## config.mk

```make
export PLATFORM = sky130hd
export DESIGN_NAME = csr_access_unit_flat
export DESIGN_NICKNAME = d
export VERILOG_FILES = /design/src/rtl/csr_access_unit_if.sv /design/src/rtl/csr_access_unit.sv /design/src/flat_wrapper.sv
export SDC_FILE = /design/constraint.sdc
export NUM_CORES = 1
export LEC_CHECK = 0
export BUFFER_PORTS_ARGS = -buffer_cell sky130_fd_sc_hd__buf_2
export CAP_MARGIN = 10
export CORE_ASPECT_RATIO = 0.8
export CORE_MARGIN = 3
export CORE_UTILIZATION = 52
export DETAILED_ROUTE_END_ITERATION = 16
export GPL_ROUTABILITY_DRIVEN = 0
export PLACE_DENSITY_LB_ADDON = 0.12
export RECOVER_POWER = 50
export SYNTH_ARGS = -nofsm -noshare
export SYNTH_HDL_FRONTEND = slang
export SYNTH_SLANG_ARGS = --single-unit
```

## constraint.sdc

```tcl
create_clock -name Clk -period 2.1 [get_ports Clk]
set_input_delay 0.315 -clock Clk [delete_from_list [all_inputs] [get_ports Clk]]
set_output_delay 0.315 -clock Clk [all_outputs]
set_load 0.02 [all_outputs]
```

## src/rtl/csr_access_unit_if.sv

```systemverilog
// Request, CSR-file and response signals shared by the CSR access sequencer and its pipeline/CSR-file side.
// The master side is the execute stage plus the CSR file; the slave side is csr_access_unit.
interface csr_access_unit_if #(
    parameter int DW = 32,
    parameter int AW = 14
);
    logic          ReqValid;
    logic          ReqReady;
    logic [1:0]    ReqOp;
    logic [AW-1:0] ReqAddr;
    logic [DW-1:0] ReqWData;
    logic [DW-1:0] ReqMask;
    logic          Flush;
    logic [AW-1:0] RAddr;
    logic [DW-1:0] RData;
    logic          WEn;
    logic [AW-1:0] WAddr;
    logic [DW-1:0] WDate;
    logic          RspValid;
    logic          RspReady;
    logic [DW-1:0] RspData;
    logic          RspErr;

    modport master (
        output ReqValid, ReqOp, ReqAddr, ReqWData, ReqMask, Flush, RData, RspReady,
        input  ReqReady, RAddr, WEn, WAddr, WDate, RspValid, RspData, RspErr
    );

    modport slave (
        input  ReqValid, ReqOp, ReqAddr, ReqWData, ReqMask, Flush, RData, RspReady,
        output ReqReady, RAddr, WEn, WAddr, WDate, RspValid, RspData, RspErr
    );
endinterface

```

## src/rtl/csr_access_unit.sv

```systemverilog
// Sequencer for csrrd/csrwr/csrxchg: read old value, write new value once, return old value.
// Optional macro CSR_ADDR_CHECK_EN enables the implemented-address check and CPUID write protection.
module csr_access_unit #(
    parameter int DW = 32,
    parameter int AW = 14
) (
    input logic              Clk,
    input logic              Rest,
    csr_access_unit_if.slave bus
);

    typedef enum logic [1:0] {IDLE, READ, WRITE, RESP} state_t;

    localparam logic [1:0] OP_RD   = 2'b00;
    localparam logic [1:0] OP_WR   = 2'b01;
    localparam logic [1:0] OP_XCHG = 2'b10;

    state_t        state_q, state_d;
    logic [1:0]    op_q, op_d;
    logic [AW-1:0] addr_q, addr_d;
    logic [DW-1:0] wdata_q, wdata_d;
    logic [DW-1:0] mask_q, mask_d;
    logic [DW-1:0] old_q, old_d;
    logic [DW-1:0] new_q, new_d;
    logic          err_q, err_d;

    logic          addr_ok;
    logic          wr_blocked;
    logic          is_write;
    logic          accept;

`ifdef CSR_ADDR_CHECK_EN
    function automatic logic addr_implemented(input logic [AW-1:0] a);
        return a inside {AW'('h0), AW'('h1), [AW'('h4):AW'('h7)], AW'('hC),
                         [AW'('h10):AW'('h13)], [AW'('h18):AW'('h1B)], AW'('h20),
                         [AW'('h30):AW'('h33)], [AW'('h40):AW'('h44)], AW'('h60),
                         AW'('h88), AW'('h180), AW'('h181)};
    endfunction

    assign addr_ok    = addr_implemented(addr_q);
    // CPUID is read-only: writes are dropped silently, not flagged as errors
    assign wr_blocked = (addr_q == AW'('h20));
`else
    assign addr_ok    = 1'b1;
    assign wr_blocked = 1'b0;
`endif

    assign is_write = (op_q == OP_WR) || (op_q == OP_XCHG);
    assign accept   = (state_q == IDLE) && bus.ReqValid && !bus.Flush;

    // State register
    always_ff @(posedge Clk or negedge Rest) begin
        if (!Rest) begin
            state_q <= IDLE;
            op_q    <= OP_RD;
            addr_q  <= '0;
            wdata_q <= '0;
            mask_q  <= '0;
            old_q   <= '0;
            new_q   <= '0;
            err_q   <= 1'b0;
        end else begin
            state_q <= state_d;
            op_q    <= op_d;
            addr_q  <= addr_d;
            wdata_q <= wdata_d;
            mask_q  <= mask_d;
            old_q   <= old_d;
            new_q   <= new_d;
            err_q   <= err_d;
        end
    end

    // Next-state logic
    always_comb begin
        state_d = state_q;
        case (state_q)
            IDLE:  if (accept) state_d = READ;
            READ: begin
                if (bus.Flush)
                    state_d = IDLE;
                else if (is_write && addr_ok && !wr_blocked)
                    state_d = WRITE;
                else
                    state_d = RESP;
            end
            WRITE: state_d = RESP;
            RESP:  if (bus.RspReady) state_d = IDLE;
            default: state_d = IDLE;
        endcase
    end

    // Request capture and old/new value computation
    always_comb begin
        op_d    = op_q;
        addr_d  = addr_q;
        wdata_d = wdata_q;
        mask_d  = mask_q;
        old_d   = old_q;
        new_d   = new_q;
        err_d   = err_q;
        if (accept) begin
            // reserved op 11 behaves as a plain read
            op_d    = (bus.ReqOp == 2'b11) ? OP_RD : bus.ReqOp;
            addr_d  = bus.ReqAddr;
            wdata_d = bus.ReqWData;
            mask_d  = bus.ReqMask;
        end
        if (state_q == READ) begin
            old_d = addr_ok ? bus.RData : '0;
            new_d = (op_q == OP_XCHG) ? ((wdata_q & mask_q) | (bus.RData & ~mask_q))
                                      : wdata_q;
            err_d = !addr_ok;
        end
    end

    // Output logic
    always_comb begin
        bus.ReqReady = 1'b0;
        bus.RAddr    = '0;
        bus.WEn      = 1'b0;
        bus.WAddr    = '0;
        bus.WDate    = '0;
        bus.RspValid = 1'b0;
        bus.RspData  = '0;
        bus.RspErr   = 1'b0;
        case (state_q)
            IDLE:  bus.ReqReady = Rest;
            READ:  bus.RAddr    = addr_q;
            WRITE: begin
                bus.WEn   = 1'b1;
                bus.WAddr = addr_q;
                bus.WDate = new_q;
            end
            RESP: begin
                bus.RspValid = 1'b1;
                bus.RspData  = old_q;
                bus.RspErr   = err_q;
            end
            default: ;
        endcase
    end

endmodule

```

## src/flat_wrapper.sv

```systemverilog
// flat-port wrapper written by rule: the top's interface ports become plain ports
module csr_access_unit_flat 
#(
    parameter int DW = 32,
    parameter int AW = 14
)
  (Clk, Rest, bus_ReqValid, bus_ReqOp, bus_ReqAddr, bus_ReqWData, bus_ReqMask, bus_Flush, bus_RData, bus_RspReady, bus_ReqReady, bus_RAddr, bus_WEn, bus_WAddr, bus_WDate, bus_RspValid, bus_RspData, bus_RspErr);
  csr_access_unit_if #(.DW(DW), .AW(AW)) bus_i ();
  input logic Clk;
  input logic Rest;
  input wire logic [$bits(bus_i.ReqValid)-1:0] bus_ReqValid;
  input wire logic [$bits(bus_i.ReqOp)-1:0] bus_ReqOp;
  input wire logic [$bits(bus_i.ReqAddr)-1:0] bus_ReqAddr;
  input wire logic [$bits(bus_i.ReqWData)-1:0] bus_ReqWData;
  input wire logic [$bits(bus_i.ReqMask)-1:0] bus_ReqMask;
  input wire logic [$bits(bus_i.Flush)-1:0] bus_Flush;
  input wire logic [$bits(bus_i.RData)-1:0] bus_RData;
  input wire logic [$bits(bus_i.RspReady)-1:0] bus_RspReady;
  output wire logic [$bits(bus_i.ReqReady)-1:0] bus_ReqReady;
  output wire logic [$bits(bus_i.RAddr)-1:0] bus_RAddr;
  output wire logic [$bits(bus_i.WEn)-1:0] bus_WEn;
  output wire logic [$bits(bus_i.WAddr)-1:0] bus_WAddr;
  output wire logic [$bits(bus_i.WDate)-1:0] bus_WDate;
  output wire logic [$bits(bus_i.RspValid)-1:0] bus_RspValid;
  output wire logic [$bits(bus_i.RspData)-1:0] bus_RspData;
  output wire logic [$bits(bus_i.RspErr)-1:0] bus_RspErr;
  assign bus_i.ReqValid = bus_ReqValid;
  assign bus_i.ReqOp = bus_ReqOp;
  assign bus_i.ReqAddr = bus_ReqAddr;
  assign bus_i.ReqWData = bus_ReqWData;
  assign bus_i.ReqMask = bus_ReqMask;
  assign bus_i.Flush = bus_Flush;
  assign bus_i.RData = bus_RData;
  assign bus_i.RspReady = bus_RspReady;
  assign bus_ReqReady = bus_i.ReqReady;
  assign bus_RAddr = bus_i.RAddr;
  assign bus_WEn = bus_i.WEn;
  assign bus_WAddr = bus_i.WAddr;
  assign bus_WDate = bus_i.WDate;
  assign bus_RspValid = bus_i.RspValid;
  assign bus_RspData = bus_i.RspData;
  assign bus_RspErr = bus_i.RspErr;
  csr_access_unit #(.DW(DW), .AW(AW)) u_core (.Clk(Clk), .Rest(Rest), .bus(bus_i));
endmodule
```

# == Word level (Yosys, flattened, before mapping) ==
# Cells that the tools add are included.
# op_classes
add_sub_neg,0
n_mul,0
div_mod_pow,0
magnitude_cmp,0
n_eq_ne,8
shifts,0
mux,14
bitwise_logic,4
reduce_logical,6
# op_table
operator,n
32-bit two-way mux,3
32-bit AND,2
32-bit inverter,1
32-bit bitwise OR,1
14-bit two-way mux,2
"2-bit equality test, second input constant",4
2-bit two-way mux,4
2-bit one-hot mux with 4 select lines,1
"2-bit by 1-bit equality test with 1-bit output, second input constant",2
1-bit two-way mux,4
1-bit logical AND,2
2-bit zero test,1
"2-bit by 1-bit != test with 1-bit output, second input constant",1
"2-bit != test, second input constant",1
2-bit AND reduction,1
1-bit zero test,1
1-bit logical OR,1
# word_totals
register_bits,146
latch_bits,0
ramBits,0
romBits,0
inputBits,117
out_inout_bits,96
wordCells,39
n_memories,0

# == Longest topological paths before layout ==
# Gate-level depths: netlist of run 1.
# depth
depth_word,5
depth_mapped,6

# == Worst setup path before layout of run 1 ==
# No wires, ideal clock.
# synth_path
kind,register to output
startpoint,register with a tool-made name
endpoint,output port bus_WAddr[0]
arrival_time_ns,1.292
path_slack_ns,0.493
stages_incl_launch_ff,5
n_path_buf,2
cell_sequence,dfrtp_1 buf_2 nor2b_1 clkbuf_1 and2_1
# synth_rtl
element,line_no,source
end: declaration,flat_wrapper.sv:22,output wire logic [$bits(bus_i.WAddr)-1:0] bus_WAddr;

# == Worst setup path in the final report of run 1 ==
# layout_path
startpoint,register u_core.state_q[0]
endpoint,output port bus_RAddr[6]
# layout_via
elab_chain_len,2
# layout_lines
element,line_no,source
start: declaration,csr_access_unit.sv:18,"state_t state_q, state_d;"
start signal: assignment,csr_access_unit.sv:63,state_q <= state_d;
2-bit by 1-bit equality test with 1-bit output,csr_access_unit.sv:127,case (state_q)
14-bit two-way mux,csr_access_unit.sv:127,
end: declaration,flat_wrapper.sv:20,output wire logic [$bits(bus_i.RAddr)-1:0] bus_RAddr;
# Every way passes these cells.

==> results of run 1 <==
## stage by stage
stage | instances | instance area (um^2) | hold slack (ns) | total power (uW) | worst slack, ns
6_report | 998 | 8686 | 0.1109 | 13460 | 0.1623
5_1_grt | 998 | 8686 | 0.09474 | 14380 | 0.06032
4_1_cts | 998 | 8791 | 0.09542 | 13790 | 0.003819
3_5_place_dp | 964 | 8154 | 0.4554 | 10580 | 0.3215
3_3_place_gp | 964 | 8154 | 0.4507 | 10350 | 0.3833
2_1_floorplan | 602 | 6978 | 0.01941 | 8936 | 0.4930
## layer usage
| layer | track usage [%] | routed length, um |
|---|---|---|
| met2 | 37.32 | 7902 |
| met5 | 0 | 21 |
| met4 | 7.410 | 213 |
| met1 | 31.55 | 7649 |
| met3 | 7.228 | 1219 |
## report_power, final
part	switching (uW)	internal [uW]	leakage, uW	total [uW]
clock network	1080	1970	0.000298	3050
registers	758	4230	0.00177	4990
logic	2930	2490	0.00268	5420
## kinds of logic after synthesis
| kind of cell | count (synthesis) |
|---|---|
| AO/OA/AOI/OAI | 37 |
| multiplexers | 110 |
| flip-flops | 146 |
| other | 1 |
| adder cells (fa/ha/maj) | 1 |
| buffers and inverters | 44 |
| AND/OR/NAND/NOR | 263 |
## worst paths after layout
check                                              start  depth (start not counted)                             end
max                        u_core.state_q[0]$_DFFE_PN0P_                          5                    bus_RAddr[6]
min                                        bus_RData[25]                          3    u_core.old_q[25]$_DFFE_PN0N_
max reg2reg                u_core.state_q[0]$_DFFE_PN0P_                          4   u_core.mask_q[24]$_DFFE_PN0P_
min reg2reg                 u_core.old_q[31]$_DFFE_PN0N_                          2    u_core.old_q[31]$_DFFE_PN0N_
max in group asynchronous                           Rest                          2     u_core.old_q[2]$_DFFE_PN0N_
min in group asynchronous                           Rest                          2  u_core.wdata_q[18]$_DFFE_PN0P_
## layout by cell type, fill, tap and decap left out, drive strengths merged
master	count
nand2b	33
nor3b	1
clkinv	1
mux2	78
a21oi	1
bufinv	2
and3	32
o21ai	36
conb	1
nand3b	2
ha	1
nor2b	3
and2	61
buf	226
nor4b	1
nand2	130
clkbuf	34
mux2i	32
inv	2
dfrtp	146
## area by class of cell
class / count / area [um^2] / area share (%)
Clock inverter: 3 / 65.06 / 0.7491
Clock buffer: 29 / 540.5 / 6.223
Inverter: 2 / 7.507 / 0.08643
Sequential cell: 146 / 3655 / 42.08
Tap cell: 175 / 219.0 / 2.521
Multi-Input combinational cell: 412 / 2933 / 33.77
Timing Repair Buffer: 231 / 1266 / 14.58
## sequential cells by signal (all words and copies together) (netlist names), named ones only
signal and flops:
u_core.new_q 32, u_core.wdata_q 32, u_core.old_q 32, u_core.addr_q 14
u_core.state_q 1, u_core.op_q 2, u_core.mask_q 32
## critical path, delay by kind of cell, from the launching register on
family,cells,cell delay (ns)
buffers and inverters,3,0.48
flip-flops,1,0.41
AND/OR/NAND/NOR,2,0.31
## repair_timing
action,4_1_cts,5_1_grt
buffers inserted,2,0
pin swaps,0,0
endpoints found under the setup margin,14,46
hold endpoints to repair,0,0
hold buffers,0,0
gates resized for setup,1,3
==> impl_metrics.env, run 1 <==
export IMPL_status="completed"
export IMPL_dr_first_iter_drc_count=254
export IMPL_grt_ovfl_total=0
export IMPL_n_antenna_cell=0
export IMPL_grt_max_degree=147
export IMPL_crit_slowest_cell="dfrtp_2"
export IMPL_crit_chain="buf_6, nor2b_4, buf_12, and2_1, buf_2"
export IMPL_cts_buffers=17
export IMPL_synth_fa_ha_area_share_pct=0.1793
export IMPL_async_reset_ff_share_pct=100.0
export IMPL_fmax_mhz=516.1
export IMPL_maxSlewViolCount=0
export IMPL_port_buffers=211
export IMPL_timing_final_crit_share_pct=92.27
export IMPL_fin_skew_ns=0.005839
export IMPL_drc=0
export IMPL_synth_edf_count=0
export IMPL_power_density_nw_per_um2=1549
export IMPL_ant_nets=0
export IMPL_synth_compound_area_share_pct=2.654
export IMPL_synthTopCellsByCount="dfrtp_1 (146), nand2_1 (130), mux2_4 (70), and2_1 (61), o21ai_0 (36)"
export IMPL_syn_avg_cell_area_um2=11.59
export IMPL_die_area_um2=14850
export IMPL_synthCells=602
export IMPL_synth_top_area_cell="dfrtp_1"
export IMPL_final_util_pct=66.77
export IMPL_synthTopCellsByArea="dfrtp_1 (52%), mux2_4 (15%), nand2_1 (7.0%), and2_1 (5.5%), mux2i_1 (4.6%)"
export IMPL_clkTransAtPathRegs_ns=0.06
export IMPL_max_slew_margin_rel_pct=45.73
export IMPL_dr_total_vias=5051
export IMPL_grt_total_usage_pct=23.60
export IMPL_core_area_um2=13010
export IMPL_htreeDepth=4
export IMPL_yosys_warnings=0
export IMPL_clock_path_buffers=2
export IMPL_tns_ns=0
export IMPL_pin_count=213
export IMPL_worstPathArrival_ns=1.62
export IMPL_hold_class="input port to register"
export IMPL_grt_pass1_vias=5304
export IMPL_rrSetupSlack_ns=0.17
export IMPL_clock_sinks=146
export IMPL_die_width_um=135.5
export IMPL_viasPerCell=5.061
export IMPL_setup_viol=0
export IMPL_cts_tree="yes"
export IMPL_final_net_count=928
export IMPL_synth_top_family_by_area="multiplexers"
export IMPL_clk_insertion_delay_late_ns=0.41
export IMPL_dr_pass1_iters=4
export IMPL_p_leak_uw=0.004750
export IMPL_drive_gt1_share_pct=37.79
export IMPL_die_y_um=109.6
export IMPL_muxShareOfSynthArea_pct=20.94
export IMPL_cp_max_fo=22
export IMPL_worst_pin_slew_ns=0.8140
export IMPL_wl_per_cell_um=17.04
export IMPL_synth_seq_area_share_pct=52.36
export IMPL_row_count=37
export IMPL_initial_core_util_pct=53.64
export IMPL_synthXorXnorAreaFrac_pct=0
export IMPL_area_delta_synth_final_pct=24.48
export IMPL_yosysMostFrequentCell="dfrtp_1"
export IMPL_synth_net_count=720
export IMPL_cts_root_buf="clkbuf_16"
export IMPL_grt_pass1_wl_um=27080
export IMPL_critPathKind="register to output port"
export IMPL_yosysUniqueCellTypes=25
export IMPL_routed_wl_um=17010
export IMPL_endpoint_kind="output port"
export IMPL_place_hpwl_um=11670
export IMPL_critPathLaunchType="register"
export IMPL_peakVddDrop_v=0.0007767
export IMPL_n_fill_cell=1052
export IMPL_hold_viol_final=0
export IMPL_cp_data_required_time_ns=1.78
export IMPL_antenna_found_initial=2
export IMPL_netlist_area_um2=6978
export IMPL_cpPeakStageDelay_ns=0.41
export IMPL_yosys_register_bits=146
export IMPL_maxCapViolations=0
export IMPL_synth_top_area_share_pct=52.36
export IMPL_synth_ff_type="dfrtp_1"
export IMPL_synth_simple_area_share_pct=19.10
export IMPL_rsz0062_at_grt="no"
export IMPL_fin_crit_ns=1.938
Note: power is estimated with default switching activity, not from simulation.
==> run 2: changes to the inputs <==
- BUFFER_PORTS_ARGS: -buffer_cell sky130_fd_sc_hd__buf_2 -> unset
- CORE_UTILIZATION: 52 -> 60
- CTS_BUF_LIST: unset -> sky130_fd_sc_hd__clkbuf_8
- DONT_BUFFER_PORTS: unset -> 1
==> impl_metrics.env, run 2 (same netlist as run 1, synthesis figures left out) <==
export IMPL_status="finished with violations"
export IMPL_violations="hold timing"
export IMPL_drc=0
export IMPL_final_common_cell="dfrtp_1"
export IMPL_n_fill_cell=743
export IMPL_rsz0062_at_grt="no"
export IMPL_pin_count=213
export IMPL_die_width_um=126.6
export IMPL_met1_length_um=7015
export IMPL_fin_crit_ns=1.977
export IMPL_grt_max_degree=148
export IMPL_place_hpwl_um=10380
export IMPL_ant_nets=0
export IMPL_row_count=34
export IMPL_viasPerCell=5.478
export IMPL_cts_tree="yes"
export IMPL_wl_met2_um=7977
export IMPL_maxSlewViolCount=0
export IMPL_final_cell_mix="dfrtp_1 (146), nand2_1 (130), dlygate4sd3_1 (90), mux2_4 (70), and2_2 (46)"
export IMPL_dr_total_vias=4640
export IMPL_peakVddDrop_v=0.0008482
export IMPL_grt_pass1_wl_um=25730
export IMPL_port_buffers=0
export IMPL_clock_path_buffers=2
export IMPL_critPathLaunchType="register"
export IMPL_dr_pass1_iters=4
export IMPL_routed_wl_um=16520
export IMPL_grt_pass1_vias=4814
export IMPL_critPathKind="register to register"
export IMPL_r2r_cells=4
export IMPL_final_net_count=808
export IMPL_initial_core_util_pct=62.85
export IMPL_r2r_end="u_core.addr_q[13]$_DFFE_PN0P_"
export IMPL_clock_sinks=146
export IMPL_area_delta_synth_final_pct=20.67
export IMPL_power_density_nw_per_um2=1473
export IMPL_fmax_mhz=505.9
export IMPL_drive_gt1_share_pct=24.61
export IMPL_cts_buffers=17
export IMPL_antenna_found_initial=0
export IMPL_endpoint_kind="register"
export IMPL_timing_final_crit_share_pct=94.13
export IMPL_hold_class="input port to asynchronous set/reset pin"
export IMPL_p_leak_uw=0.004144
export IMPL_dr_first_iter_drc_count=244
export IMPL_hold_viol_final=146
export IMPL_grt_ovfl_total=0
export IMPL_die_y_um=102.5
export IMPL_setup_viol=0
export IMPL_max_slew_margin_rel_pct=58.14
export IMPL_top_layer="met4"
export IMPL_die_area_um2=12970
export IMPL_cp_data_required_time_ns=2.41
export IMPL_wl_per_cell_um=19.50
export IMPL_fin_skew_ns=0.01257
export IMPL_htreeDepth=4
export IMPL_cp_max_fo=44
export IMPL_rrSetupSlack_ns=0.12
export IMPL_wl_met3_um=1281
export IMPL_core_area_um2=11100
export IMPL_clk_insertion_delay_late_ns=0.43
export IMPL_cts_root_buf="clkbuf_8"
export IMPL_setup_worst_path_end="u_core.addr_q[13]$_DFFE_PN0P_"
export IMPL_n_antenna_cell=0
export IMPL_worstPathArrival_ns=2.29
export IMPL_maxCapViolations=0
export IMPL_grt_total_usage_pct=25.63
export IMPL_holdWs_ns=-0.4303
export IMPL_tns_ns=0
export IMPL_worst_pin_slew_ns=0.6279
export IMPL_clkTransAtPathRegs_ns=0.09
==> run 2: final cells by class <==
class                           instances  area, um^2  area share, %
Clock inverter                         15       160.2          1.902
Sequential cell                       146        3654          43.39
Inverter                                2       7.507        0.08915
Tap cell                              144       180.2          2.140
Clock buffer                           17       234.0          2.779
Multi-Input combinational cell        412        3070          36.46
Timing Repair Buffer                  111        1115          13.24
==> run 2: metal layers <==
metal / GRT usage, % / vias up
li1: - / 2155
met1: 32.63 / 2294
met2: 41.54 / 170
met3: 9.300 / 21
met4: 8.162 / 0
met5: 0 / -
==> run 2: power breakdown <==
group | switching, uW | internal, uW
sequential | 755 | 4220
combinational | 2780 | 2470
clock | 1110 | 1070
total | 4650 | 7760
==> run 2: what timing repair did <==
action | 4_1_cts | 5_1_grt
endpoints found under the setup margin | 61 | 46
hold buffers | 51 | 39
gates resized for setup | 34 | 17
setup buffers | 2 | 1
hold endpoints to repair | 198 | 185
==> run 2: worst min-delay path by stage <==
stage	slack [ns]	depth (start not counted)	end
final	-0.43	0	u_core.mask_q[25]$_DFFE_PN0P_
after global routing	-0.47	0	u_core.new_q[17]$_DFFE_PN0N_
after CTS	-0.45	0	u_core.addr_q[6]$_DFFE_PN0P_
after detailed placement	0.02	0	u_core.new_q[17]$_DFFE_PN0N_
after global placement	0.02	0	u_core.new_q[17]$_DFFE_PN0N_
after floorplan	0.02	0	asynchronous set/reset pin
==> run 2: worst max-delay path: stages, from the launching register on <==
cell	delay (ns)
dfrtp_1	0.40
buf_4	0.14
nor4b_2	0.54
buf_12	0.36
mux2_2	0.38
==> run 2: per-stage QoR <==
step                setup slack (ns)  instances  utilization, %  cell area, um^2  power, uW
finish                        0.1233        847           75.84             8421      12400
global route                 0.03638        847           75.84             8421      13240
CTS                        0.0005635        807           72.23             8020      12340
detailed placement            0.3601        722           63.41             7041       9931
global placement              0.4420        722           63.41             7041       9724
floorplan                     0.4930        602               -             6978       8936
